**src/rtl/pipe_pkg.sv**
```systemverilog
// ---------------------------------------------------------------------------
// pipe_pkg
//   Shared definitions for the ID/EX pipeline slice:
//     - datapath, register-address and ALU-opcode widths
//     - ALU opcode constants
//     - ID/EX control bundle struct and a helper that kills its side effects
// ---------------------------------------------------------------------------
package pipe_pkg;

   localparam int DW  = 16;  // datapath / ALU operand width
   localparam int RW  = 3;   // register address width (r0 hard-wired zero)
   localparam int OPW = 4;   // ALU operation code width

   localparam logic [OPW-1:0] ALU_ADD = 4'b0000;
   localparam logic [OPW-1:0] ALU_SUB = 4'b0001;
   localparam logic [OPW-1:0] ALU_AND = 4'b0010;
   localparam logic [OPW-1:0] ALU_OR  = 4'b0011;
   localparam logic [OPW-1:0] ALU_XOR = 4'b0100;

   // Control bundle carried from decode into execute.
   typedef struct packed {
      logic [OPW-1:0] aluop;
      logic           use_imm;
      logic           regwrite;
      logic           memread;
      logic           memwrite;
   } idex_ctrl_t;

   // Clear only the bits that cause architectural side effects; the ALU
   // operation and operand select are harmless in a dead slot.
   function automatic idex_ctrl_t kill_ctrl(input idex_ctrl_t c);
      idex_ctrl_t k;
      k          = c;
      k.regwrite = 1'b0;
      k.memread  = 1'b0;
      k.memwrite = 1'b0;
      return k;
   endfunction

endpackage

```
**src/rtl/fwd_mux.sv**
```systemverilog
// ---------------------------------------------------------------------------
// fwd_mux
//   Combinational operand-forwarding selector for one source register.
//   Priority: EX/MEM result, then MEM/WB data, then the registered
//   register-file value. r0 is never a forwarding source.
//
// Ports:
//   rs_i            source register address held in ID/EX
//   rdata_i         register-file value captured with that address
//   exm_regwrite_i  EX/MEM instruction writes a register
//   exm_rd_i        EX/MEM destination
//   exm_result_i    EX/MEM ALU result
//   mwb_regwrite_i  MEM/WB instruction writes a register
//   mwb_rd_i        MEM/WB destination
//   mwb_data_i      MEM/WB write-back data
//   fwd_o           selected operand value
// ---------------------------------------------------------------------------
module fwd_mux
   import pipe_pkg::*;
#(
   parameter int W  = DW,
   parameter int AW = RW
) (
   input  logic [AW-1:0] rs_i,
   input  logic [W-1:0]  rdata_i,
   input  logic          exm_regwrite_i,
   input  logic [AW-1:0] exm_rd_i,
   input  logic [W-1:0]  exm_result_i,
   input  logic          mwb_regwrite_i,
   input  logic [AW-1:0] mwb_rd_i,
   input  logic [W-1:0]  mwb_data_i,
   output logic [W-1:0]  fwd_o
);

   logic exm_hit;
   logic mwb_hit;

   // A write to r0 is discarded by the register file, so it must never
   // override the (zero) value read for r0.
   assign exm_hit = exm_regwrite_i && (exm_rd_i != '0) && (exm_rd_i == rs_i);
   assign mwb_hit = mwb_regwrite_i && (mwb_rd_i != '0) && (mwb_rd_i == rs_i);

   // NOTE: every path assigns fwd_o (if/else-if/else), so no latch is
   // inferred; an always_comb with a missing branch would hold state.
   always_comb begin
      if (exm_hit) begin
         fwd_o = exm_result_i;        // youngest producer wins
      end else if (mwb_hit) begin
         fwd_o = mwb_data_i;
      end else begin
         fwd_o = rdata_i;
      end
   end

endmodule

```
**src/rtl/id_ex_stage.sv**
```systemverilog
// ---------------------------------------------------------------------------
// id_ex_stage
//   ID/EX pipeline register plus operand-forwarding front end for the
//   16-bit execute ALU. Detects load-use hazards (bubble + decode stall),
//   honours branch flush and downstream hold, and keeps a saturating count
//   of inserted bubbles.
//
// Ports:
//   clk, rst                     clock (rising edge), async active-high reset
//   id_valid                     decode holds a valid instruction
//   id_rs1/id_rs2/id_rd          source / destination register addresses
//   id_rdata1/id_rdata2          register-file read data
//   id_imm, id_use_imm           sign-extended immediate, operand-2 select
//   id_aluop                     ALU operation
//   id_regwrite/memread/memwrite decoded control bits
//   exm_regwrite/exm_rd/exm_result  EX/MEM forwarding source
//   mwb_regwrite/mwb_rd/mwb_data    MEM/WB forwarding source
//   flush                        branch taken: kill the instruction entering EX
//   hold                         downstream busy: freeze this stage
//   ex_valid                     EX holds a valid instruction
//   ex_data1/ex_data2            forwarded ALU operands
//   ex_aluop, ex_rd              registered ALU operation / destination
//   ex_store_data                forwarded rs2 value for stores
//   ex_regwrite/memread/memwrite registered control, gated by ex_valid
//   stall_id                     hold IF/ID this cycle
//   bubble_count                 saturating count of inserted bubbles
// ---------------------------------------------------------------------------
module id_ex_stage
   import pipe_pkg::*;
(
   input  logic           clk,
   input  logic           rst,
   input  logic           id_valid,
   input  logic [RW-1:0]  id_rs1,
   input  logic [RW-1:0]  id_rs2,
   input  logic [RW-1:0]  id_rd,
   input  logic [DW-1:0]  id_rdata1,
   input  logic [DW-1:0]  id_rdata2,
   input  logic [DW-1:0]  id_imm,
   input  logic           id_use_imm,
   input  logic [OPW-1:0] id_aluop,
   input  logic           id_regwrite,
   input  logic           id_memread,
   input  logic           id_memwrite,
   input  logic           exm_regwrite,
   input  logic [RW-1:0]  exm_rd,
   input  logic [DW-1:0]  exm_result,
   input  logic           mwb_regwrite,
   input  logic [RW-1:0]  mwb_rd,
   input  logic [DW-1:0]  mwb_data,
   input  logic           flush,
   input  logic           hold,
   output logic           ex_valid,
   output logic [DW-1:0]  ex_data1,
   output logic [DW-1:0]  ex_data2,
   output logic [OPW-1:0] ex_aluop,
   output logic [DW-1:0]  ex_store_data,
   output logic [RW-1:0]  ex_rd,
   output logic           ex_regwrite,
   output logic           ex_memread,
   output logic           ex_memwrite,
   output logic           stall_id,
   output logic [15:0]    bubble_count
);

   // ---------------------------------------------------------------------
   // ID/EX state
   // ---------------------------------------------------------------------
   logic          valid_q,  valid_d;
   idex_ctrl_t    ctrl_q,   ctrl_d;
   logic [RW-1:0] rs1_q,    rs1_d;
   logic [RW-1:0] rs2_q,    rs2_d;
   logic [RW-1:0] rd_q,     rd_d;
   logic [DW-1:0] rdata1_q, rdata1_d;
   logic [DW-1:0] rdata2_q, rdata2_d;
   logic [DW-1:0] imm_q,    imm_d;
   logic [15:0]   bubble_q, bubble_d;

   logic          loaduse;
   logic [DW-1:0] fwd_rs1;
   logic [DW-1:0] fwd_rs2;

   // ---------------------------------------------------------------------
   // Load-use hazard: the load's data is not available until MEM, so a
   // dependent instruction must wait one cycle. rs2 is compared even for
   // immediate-form instructions because stores read it as store data.
   // ---------------------------------------------------------------------
   assign loaduse = ex_valid && ex_memread && id_valid && (ex_rd != '0) &&
                    ((id_rs1 == ex_rd) || (id_rs2 == ex_rd));

   // A flush discards whatever decode holds, so stalling it is pointless.
   assign stall_id = !flush && (hold || loaduse);

   // ---------------------------------------------------------------------
   // Next-state selection: flush > hold > load-use bubble > capture.
   // ---------------------------------------------------------------------
   always_comb begin
      valid_d  = valid_q;
      ctrl_d   = ctrl_q;
      rs1_d    = rs1_q;
      rs2_d    = rs2_q;
      rd_d     = rd_q;
      rdata1_d = rdata1_q;
      rdata2_d = rdata2_q;
      imm_d    = imm_q;
      bubble_d = bubble_q;

      if (flush) begin
         valid_d = 1'b0;
         ctrl_d  = kill_ctrl(ctrl_q);
      end else if (hold) begin
         // keep everything
      end else if (loaduse) begin
         valid_d = 1'b0;
         ctrl_d  = kill_ctrl(ctrl_q);
         if (bubble_q != 16'hFFFF) begin
            bubble_d = bubble_q + 16'd1;
         end
      end else begin
         valid_d  = id_valid;
         ctrl_d   = '{aluop:    id_aluop,
                      use_imm:  id_use_imm,
                      regwrite: id_regwrite && id_valid,
                      memread:  id_memread  && id_valid,
                      memwrite: id_memwrite && id_valid};
         rs1_d    = id_rs1;
         rs2_d    = id_rs2;
         rd_d     = id_rd;
         rdata1_d = id_rdata1;
         rdata2_d = id_rdata2;
         imm_d    = id_imm;
      end
   end

   // NOTE: sequential state uses non-blocking (<=) so every register samples
   // the pre-edge values; blocking here would create order-dependent races.
   always_ff @(posedge clk or posedge rst) begin
      if (rst) begin
         valid_q  <= 1'b0;
         ctrl_q   <= '0;
         rs1_q    <= '0;
         rs2_q    <= '0;
         rd_q     <= '0;
         rdata1_q <= '0;
         rdata2_q <= '0;
         imm_q    <= '0;
         bubble_q <= '0;
      end else begin
         valid_q  <= valid_d;
         ctrl_q   <= ctrl_d;
         rs1_q    <= rs1_d;
         rs2_q    <= rs2_d;
         rd_q     <= rd_d;
         rdata1_q <= rdata1_d;
         rdata2_q <= rdata2_d;
         imm_q    <= imm_d;
         bubble_q <= bubble_d;
      end
   end

   // ---------------------------------------------------------------------
   // Operand forwarding, one selector per source register
   // ---------------------------------------------------------------------
   fwd_mux #(.W(DW), .AW(RW)) u_fwd_rs1 (
      .rs_i           (rs1_q),
      .rdata_i        (rdata1_q),
      .exm_regwrite_i (exm_regwrite),
      .exm_rd_i       (exm_rd),
      .exm_result_i   (exm_result),
      .mwb_regwrite_i (mwb_regwrite),
      .mwb_rd_i       (mwb_rd),
      .mwb_data_i     (mwb_data),
      .fwd_o          (fwd_rs1)
   );

   fwd_mux #(.W(DW), .AW(RW)) u_fwd_rs2 (
      .rs_i           (rs2_q),
      .rdata_i        (rdata2_q),
      .exm_regwrite_i (exm_regwrite),
      .exm_rd_i       (exm_rd),
      .exm_result_i   (exm_result),
      .mwb_regwrite_i (mwb_regwrite),
      .mwb_rd_i       (mwb_rd),
      .mwb_data_i     (mwb_data),
      .fwd_o          (fwd_rs2)
   );

   // ---------------------------------------------------------------------
   // Outputs
   // ---------------------------------------------------------------------
   assign ex_valid      = valid_q;
   assign ex_data1      = fwd_rs1;
   assign ex_store_data = fwd_rs2;
   assign ex_data2      = ctrl_q.use_imm ? imm_q : fwd_rs2;
   assign ex_aluop      = ctrl_q.aluop;
   assign ex_rd         = rd_q;
   // Gate side-effecting control so a dead slot can never write.
   assign ex_regwrite   = valid_q && ctrl_q.regwrite;
   assign ex_memread    = valid_q && ctrl_q.memread;
   assign ex_memwrite   = valid_q && ctrl_q.memwrite;
   assign bubble_count  = bubble_q;

endmodule

```
**config.mk**
```make
export PLATFORM = sky130hd
export DESIGN_NAME = id_ex_stage
export DESIGN_NICKNAME = d
export VERILOG_FILES = /design/src/rtl/pipe_pkg.sv /design/src/rtl/fwd_mux.sv /design/src/rtl/id_ex_stage.sv
export SDC_FILE = /design/constraint.sdc
export NUM_CORES = 1
export LEC_CHECK = 0
export CORE_UTILIZATION = 45
export DETAILED_ROUTE_END_ITERATION = 7
export MAX_ROUTING_LAYER = met4
export PLACE_DENSITY = 0.85
export SETUP_SLACK_MARGIN = 0.1
export SYNTH_ARGS = -nofsm -noshare
export SYNTH_HDL_FRONTEND = slang
export SYNTH_HIERARCHICAL = 1
export SYNTH_SLANG_ARGS = --single-unit
```
**constraint.sdc**
```tcl
create_clock -name clk -period 3.5 [get_ports clk]
set_clock_uncertainty 0.1 [all_clocks]
set_input_delay 0.35 -clock clk [delete_from_list [all_inputs] [get_ports clk]]
set_output_delay 0.35 -clock clk [all_outputs]
set_load 0.05 [all_outputs]
```
**After elaboration in Yosys (flattened, before gate mapping)**

Index checks and enable logic that the tools add are counted.

- Input bits: 110
- Flip-flop bits (word level): 82
- Output and inout bits: 76

- Eq/ne operators: 8
- Add/subtract/negate cells: 1
- Multiplexer cells: 11
- Reduce and logical (&&, ||, !) cells: 25
- Bitwise logic cells: 3

Operators with widths:

| cell | count |
|---|---|
| $mux W16 | 5 |
| $eq A3 B3 Y1 | 6 |
| $logic_and A1 B1 Y1 | 17 |
| $add A16 B1 Y16 const B | 1 |
| $ne A16 B16 Y1 const B | 1 |
| $mux W3 | 3 |
| $reduce_bool A3 Y1 | 3 |
| $reduce_and A4 Y1 | 1 |
| $mux W1 | 3 |
| $not A1 Y1 | 3 |
| $reduce_and A3 Y1 | 1 |
| $logic_or A1 B1 Y1 | 2 |
| $ne A2 B2 Y1 const B | 1 |
| $logic_not A1 Y1 | 1 |

**Logic depth before layout (Yosys ltp)**

- Word-level depth: 8
- Depth in mapped cells: 7

**By module**

The synthesis kept the hierarchy.

Modules (own cells, without submodules):

| module | area each (µm²) | sequential area each (µm²) | cells an instance | times used |
|---|---|---|---|---|
| id_ex_stage | 3,827.4 | 2,052.0 | 263 | 1 |
| fwd_mux | 588.1 | 0.0 | 88 | 2 |

**Least setup slack after synthesis**

OpenSTA, ideal clock, no wires.

- Path kind: register to output
- From: reg rs2_q[2]
- To: out ex_data2[14]
- Stages on the path, launching flop included: 7
- Required time: 3,050 ps
- Path buffers: 1
- Slack: 414 ps
- Arrival time: 2,636 ps
- Cell sequence: dfrtp_1 -> xnor2_1 -> o2111ai_2 -> or2_1 -> buf_6 -> a31oi_1 -> mux2_2

- Longest elaborated chain between the ends: 5

Ends and longest elaborated chain:

| what | RTL line | RTL |
|---|---|---|
| start, declared | id_ex_stage.sv:72 | `logic [RW-1:0] rs2_q, rs2_d;` |
| start signal, assigned | id_ex_stage.sv:152 | `rs2_q <= rs2_d;` |
| $eq A3 B3 Y1 | fwd_mux.sv:41 | `assign mwb_hit = mwb_regwrite_i && (mwb_rd_i != '0) && (mwb_rd_i == rs_i);` |
| $logic_and A1 B1 Y1 | fwd_mux.sv:41 |  |
| $mux W16 | fwd_mux.sv:48 | `end else if (mwb_hit) begin` |
| $mux W16 (*) | fwd_mux.sv:46 | `if (exm_hit) begin` |
| net ex_store_data[14] | id_ex_stage.sv:57 | `output logic [DW-1:0] ex_store_data,` |
| $mux W16 (*) | id_ex_stage.sv:194 | `assign ex_data2 = ctrl_q.use_imm ? imm_q : fwd_rs2;` |
| end, declared | id_ex_stage.sv:55 | `output logic [DW-1:0] ex_data2,` |

Mark *: on every way through the listed nets, which the timed path passes. The rest lies on a longest branch.

**Worst setup path after layout**

- From: in mwb_rd[0]
- To: out ex_data2[14]

- Longest elaborated chain between the ends: 6

Ends and longest elaborated chain:

| what | RTL line | RTL |
|---|---|---|
| start, declared | id_ex_stage.sv:49 | `input logic [RW-1:0] mwb_rd,` |
| $reduce_bool A3 Y1 | fwd_mux.sv:41 |  |
| $logic_and A1 B1 Y1 | fwd_mux.sv:41 |  |
| $logic_and A1 B1 Y1 (*) | fwd_mux.sv:41 |  |
| $mux W16 (*) | fwd_mux.sv:48 |  |
| $mux W16 (*) | fwd_mux.sv:46 |  |
| $mux W16 (*) | id_ex_stage.sv:194 |  |

Every way passes the cells marked *; elsewhere a longest branch is shown, timed or not.

==> results.toml <==
[placement]
dpl.hpwl_um = 11200
place_area_um2 = 6770
dpl.cell_count = 742
port_buffers = 185
place_ws_ns = 0.369
gp_congestion = 0.859

[layout]
fin_area_um2 = 6980
area_delta_synth_final_pct = 39.5
nets = 725
layout-drive-gt1-share = 0.312
instances_no_fill = 759
antenna_cells = 0
fin_util = 0.644

[clock_network]
clock_path_buffers = 2
postCtsHoldBufs = 0
htree_num_levels = 3
cts_tree = "done"
cts_made_buffers = 9
cts_setup_buffers = 0
clock-sinks = 82
post_cts_resized = 0
clkLatencyLatePin_ns = 0.36
clockRootBuffer = "clkbuf_8"
clk_pin_slew_ns = 0.10

[worst_setup_path]
cp_max_fo = 16
crit_arrival_ns = 2.69
worstSetupPathType = "input pin to primary output"
critPathLaunchType = "input pin"
required_ns = 3.05
end_kind = "primary output"

[yosys]
async_flop_share = 1.00
synth_area_um2 = 5000
ys_warn_count = 6
syn_avg_cell_area_um2 = 11.4
synthTopCellsByArea = "dfrtp_1, mux2_4, mux2_2"
synth_cell_type_count = 43
ys_seq_elements = 82
synthCells = 439
yosys.area.top_type = "dfrtp_1"
synth_edf_count = 0
synthFlopType = "dfrtp_1"
synth.most_common_cell = "dfrtp_1"
syn_nets = 550
ys_seq_area_frac = 0.410
synth_top_area_share = 0.410
synthTopCellsByCount = "dfrtp_1, mux2_4, nand3_1"

[drt]
postRouteAntennaNets = 0
drtIter0Drc = 275
num_vias = 4259
routed_wl_um = 15200
drc = 0
first_pass_iters = 5
vias_per_cell = 5.61
wl_per_cell_um = 20.0

[die]
start_util = 0.462
die_h_um = 107
ioPinCount = 186
die_x_um = 107
dieArea_um2 = 11500
num_rows = 38
core_area_um2 = 10800

[sta]
setup_violations = 0
setup-tns-final_ns = 0
period_share = 0.897
holdWs_ns = 0.331
slew_headroom = 0.457
slew_violations = 0
rsz0062_at_grt = "false"
hold_violations = 0
post-route-min-period_ns = 3.14
layout_setup_ws_ns = 0.361
worstMarginPinSlew_ns = 0.813
fmax_mhz = 319

[pwr]
vdd_drop_max_mv = 0.419
power_mw = 3.44
power.density_nw_per_um2 = 492
leakagePower_nw = 2.94

[worst_hold_path]
min_path_type = "input pin to async pin"

[outcome]
outcome = "finished, final reports clean"

[global_routing]
grt_remaining_overflow = 0
grt_max_degree = 45
grt_pass1_vias = 4441
grt_antenna_before_repair = 0
grtUsageTotal = 0.274
grt_pass1_wl_um = 23600

[run]
maxCapViolCount = 0
[cell families after synthesis]
logic type,share of synthesized area
buf+inv,0.0485
compound gates,0.137
mux,0.213
fa+ha+maj,0.00250
xor+xnor,0.0473
simple gates,0.142
flops,0.410
[critical path, stage by stage]
cell             delay, ns
clkdlybuf4s50_1       0.55
o21ba_2               0.29
o22ai_2               0.56
o21ai_0               0.20
a31oi_1               0.32
mux2_2                0.23
buf_4                 0.19
[metal layers]
metal	part of all wire	wire length, µm	global-route usage
met5	0	0	-
met4	0.028	420	0.111
met3	0.076	1160	0.0696
met1	0.42	6450	0.336
met2	0.47	7150	0.434
[where the power goes]
group | internal, mW | switching [mW] | total, mW
registers | 1.05 | 0.0944 | 1.15
clock network | 0.353 | 0.366 | 0.719
logic | 0.610 | 0.958 | 1.57
total | 2.02 | 1.42 | 3.44
[layout by cell type, fill, tap and decap left out, types with 10 or more instances in the layout]
cell / instances
mux2_2: 32
nand3_1: 40
buf_4: 57
nor2_1: 10
nand2_1: 13
a31oi_1: 12
dfrtp_1: 82
o21ai_0: 35
nor3_1: 37
clkdlybuf4s50_1: 137
a31oi_2: 20
mux2_4: 47
xor2_1: 21
clkbuf_8: 10
[layout make-up]
class / count / area, µm²
clock inverters: 5 / 62.6
multi-input cells: 322 / 2710
inverters: 4 / 16.3
well taps: 140 / 175
flip-flops and latches: 82 / 2050
clock buffers: 11 / 141
fillers: 863 / 3860
repair buffers: 195 / 1820
[state kept, by name (all words and copies together) (netlist names)]
register      count
ctrl_q            4
imm_q            16
rs2_q             3
ex_aluop          4
bubble_count     16
ex_rd             3
rdata1_q         16
rs1_q             3
ex_valid          1
rdata2_q         16
[final timing paths]
| path | startpoint | to | slack [ns] | cells past startpoint |
|---|---|---|---|---|
| max | mwb_rd[0] | ex_data2[14] | 0.36 | 7 |
| min | rst | imm_q[11]$_DFFE_PP0P_ | 0.33 | 2 |
| max reg2reg | ex_rd[0]$_DFFE_PP0P_ | rdata1_q[11]$_DFFE_PP0P_ | 1.13 | 6 |
| min reg2reg | ctrl_q[2]$_DFFE_PP0P_ | ctrl_q[2]$_DFFE_PP0P_ | 0.39 | 2 |
| max in group asynchronous | rst | ctrl_q[2]$_DFFE_PP0P_ | 2.16 | 3 |
| min in group clk | ctrl_q[2]$_DFFE_PP0P_ | ctrl_q[2]$_DFFE_PP0P_ | 0.39 | 2 |
No activity file was read; power rests on OpenSTA's default activity.
==> variant: new RTL, same settings <==
`RW`: 3 -> 6.
--- a/src/rtl/pipe_pkg.sv
+++ b/src/rtl/pipe_pkg.sv
@@ -10,3 +10,3 @@
    localparam int DW  = 16;  // datapath / ALU operand width
-   localparam int RW  = 3;   // register address width (r0 hard-wired zero)
+   localparam int RW  = 6;   // register address width (r0 hard-wired zero)
    localparam int OPW = 4;   // ALU operation code width
Ports: changed (6 resized); port bits go from 186 to 204. The function was not compared with the original's and may differ.
==> variant against the original RTL <==
- total power up 14%
- wire length increased by 25%
- via count is 25% higher
- combinational power rose by 11%
- worst setup slack got worse by 0.17 ns
- critical path type unchanged
- sequential power is 11% higher
- synthesized area is 13% higher
- sequential share of layout area fell by 2.3 points
- largest cell class unchanged
- sequential cell count up 9
- critical path depth stayed put
- design area up 20%
- fmax shrank 5.0%
==> variant: results (changes against the original RTL) <==
- Outcome: finished clean
- Clk buf depth: 2 (unchanged)
- Leakage power total: 0.00320 uW (+8.5%)
- Post-CTS Resized: 0 (unchanged)
- Detail Placement HPWL: 14600 microns (+30%)
- Starting DRC count in detailed routing: 548 (+99%)
- Worst min path class: flop to flop
- Synth top area cells: dfrtp_1 (40%), mux2_1 (10%), mux2_2 (7.2%)
- Yosys warning count: 6 (unchanged)
- Clock-pin transition on the worst setup and hold timing paths: 0.06 ns (-0.04 ns)
- Slew @ Worst Pin: 0.924 ns (+0.110 ns)
- Number of global-route vias before repair: 5661 (+27%)
- TritonCTS Buffers: 9 (unchanged)
- Worst-Skew Late Latency: 0.33 ns (-0.03 ns)
- Final GP Congestion: 1.00 (+17%)
- Path depth of the worst reg2reg path: 6 (unchanged)
- Final Net Count: 805 (+11%)
- First-pass DRT Iterations: 6 (+1)
- Overall Global Routing Usage: 0.311 (+0.0366)
- FF-to-FF End: rdata1_q[13]
- Yosys cell types: 46 (+7.0%)
- Largest net degree at the start of global routing: 54 (+20%)
- Root buffer cell: clkbuf_16
- Top cells by instance count after synthesis: dfrtp_1 (91), mux2_1 (51), nand4_1 (46)
- Register area share after synthesis: 0.403 (-0.00718)
- Reg2reg setup slack: 1.13 ns (about the same)
- Total wire length: 18900 microns (+25%)
- Global-route wire length before repair: 30000 microns (+27%)
- Post-Route Hold Slack: 0.380 ns (+0.0495 ns)
- Max VDD drop: 0.000261 V (-38%)
- Number of antenna violations at the first check in global routing: 0 (unchanged)
- Worst EP arrival: 2.85 ns (+0.16 ns)
- Post-synth ARST share: 1.00 (unchanged)
- CP Max Fanout: 17 (+1)
- Hold path start: imm_q[10]
- Sink of the worst hold path: imm_q[10]
- Dpl ws: 0.210 ns (-0.159 ns)
- Via/cell ratio: 6.25 (+11%)
- Syn nets: 623 (+13%)
- Share of layout cells above drive strength 1: 0.187 (-0.125)
- PortBufs: 203 (+9.7%)
- FILL cells: 883 (+2.3%)
- Worst hold stages: 1
- FMAX: 303 MHz (-5.0%)
variant: cell types whose count changed after synthesis, moves of 9 or more:
cell | before | now
nand4_1 | 3 | 46
dfrtp_1 | 82 | 91
xnor2_1 | 6 | 34
a2111oi_0 | 0 | 12
mux2_1 | 0 | 51
a31oi_1 | 12 | 32
a31oi_2 | 20 | 0
o21ai_0 | 35 | 0
a2111oi_1 | 0 | 20
nor3_1 | 37 | 10
nand3_1 | 40 | 12
mux2_4 | 47 | 1
o31ai_1 | 0 | 32
variant: worst max-delay path by stage:
stage	slack, ns	cells past startpoint	endpoint	from
finish	0.20	7	ex_data2[10]	exm_rd[1]
global route	0.10	7	ex_data2[2]	exm_rd[0]
CTS	0.21	7	ex_data2[15]	exm_rd[1]
detailed placement	0.21	7	ex_data2[15]	exm_rd[1]
global placement	0.28	7	ex_data2[10]	exm_rd[0]
floorplan	0.40	6	ex_data2[10]	exm_rd[0]
variant: layout make-up:
cell class,instances,area (sq um),area share
well taps,168,210,0.0250
multi-input cells,358,3020,0.359
clock buffers,9,225,0.0268
inverters,3,12.5,0.00149
repair buffers,216,2610,0.311
flip-flops and latches,91,2280,0.271
clock inverters,7,43.8,0.00522
variant: critical path, stage by stage:
cell and delay [ns]:
clkdlybuf4s50_1 0.51, or4_4 0.57, o21bai_4 0.41, a211o_4 0.32, a31oi_1 0.20, mux2_2 0.34
buf_12 0.15
variant: logic make-up (layout without fill, tap and decap cells):
kind of cell / count (synthesis) / count (layout) / share of synthesized area
DFF: 91 / 91 / 0.403
adders and majority gates: 1 / 1 / 0.00221
AOI/OAI and AO/OA: 112 / 112 / 0.163
muxes: 88 / 88 / 0.176
xor gates and xnor gates: 49 / 49 / 0.0759
and+or+nand+nor: 108 / 108 / 0.115
buffers and inverters: 48 / 235 / 0.0646
variant: report_power, final:
group | leakage (uW) | switching (uW) | total (uW) | internal (uW)
logic | 0.00195 | 936 | 1750 | 813
registers | 0.00111 | 108 | 1280 | 1180
clock network | 0.000131 | 405 | 883 | 478
variant: routing by layer:
layer | vias up | wire length [microns] | track usage
met1 | 2546 | 6720 | 0.327
met2 | 367 | 9660 | 0.543
met4 | 0 | 928 | 0.171
met5 | - | 0 | -
met3 | 85 | 1640 | 0.0662
li1 | 2328 | - | -
variant: metrics by stage:
step,std cells,cell area (sq um)
after floorplan,497,5650
after global placement,836,8120
after detailed placement,836,8120
after CTS,852,8390
after global routing,852,8390
final,852,8390
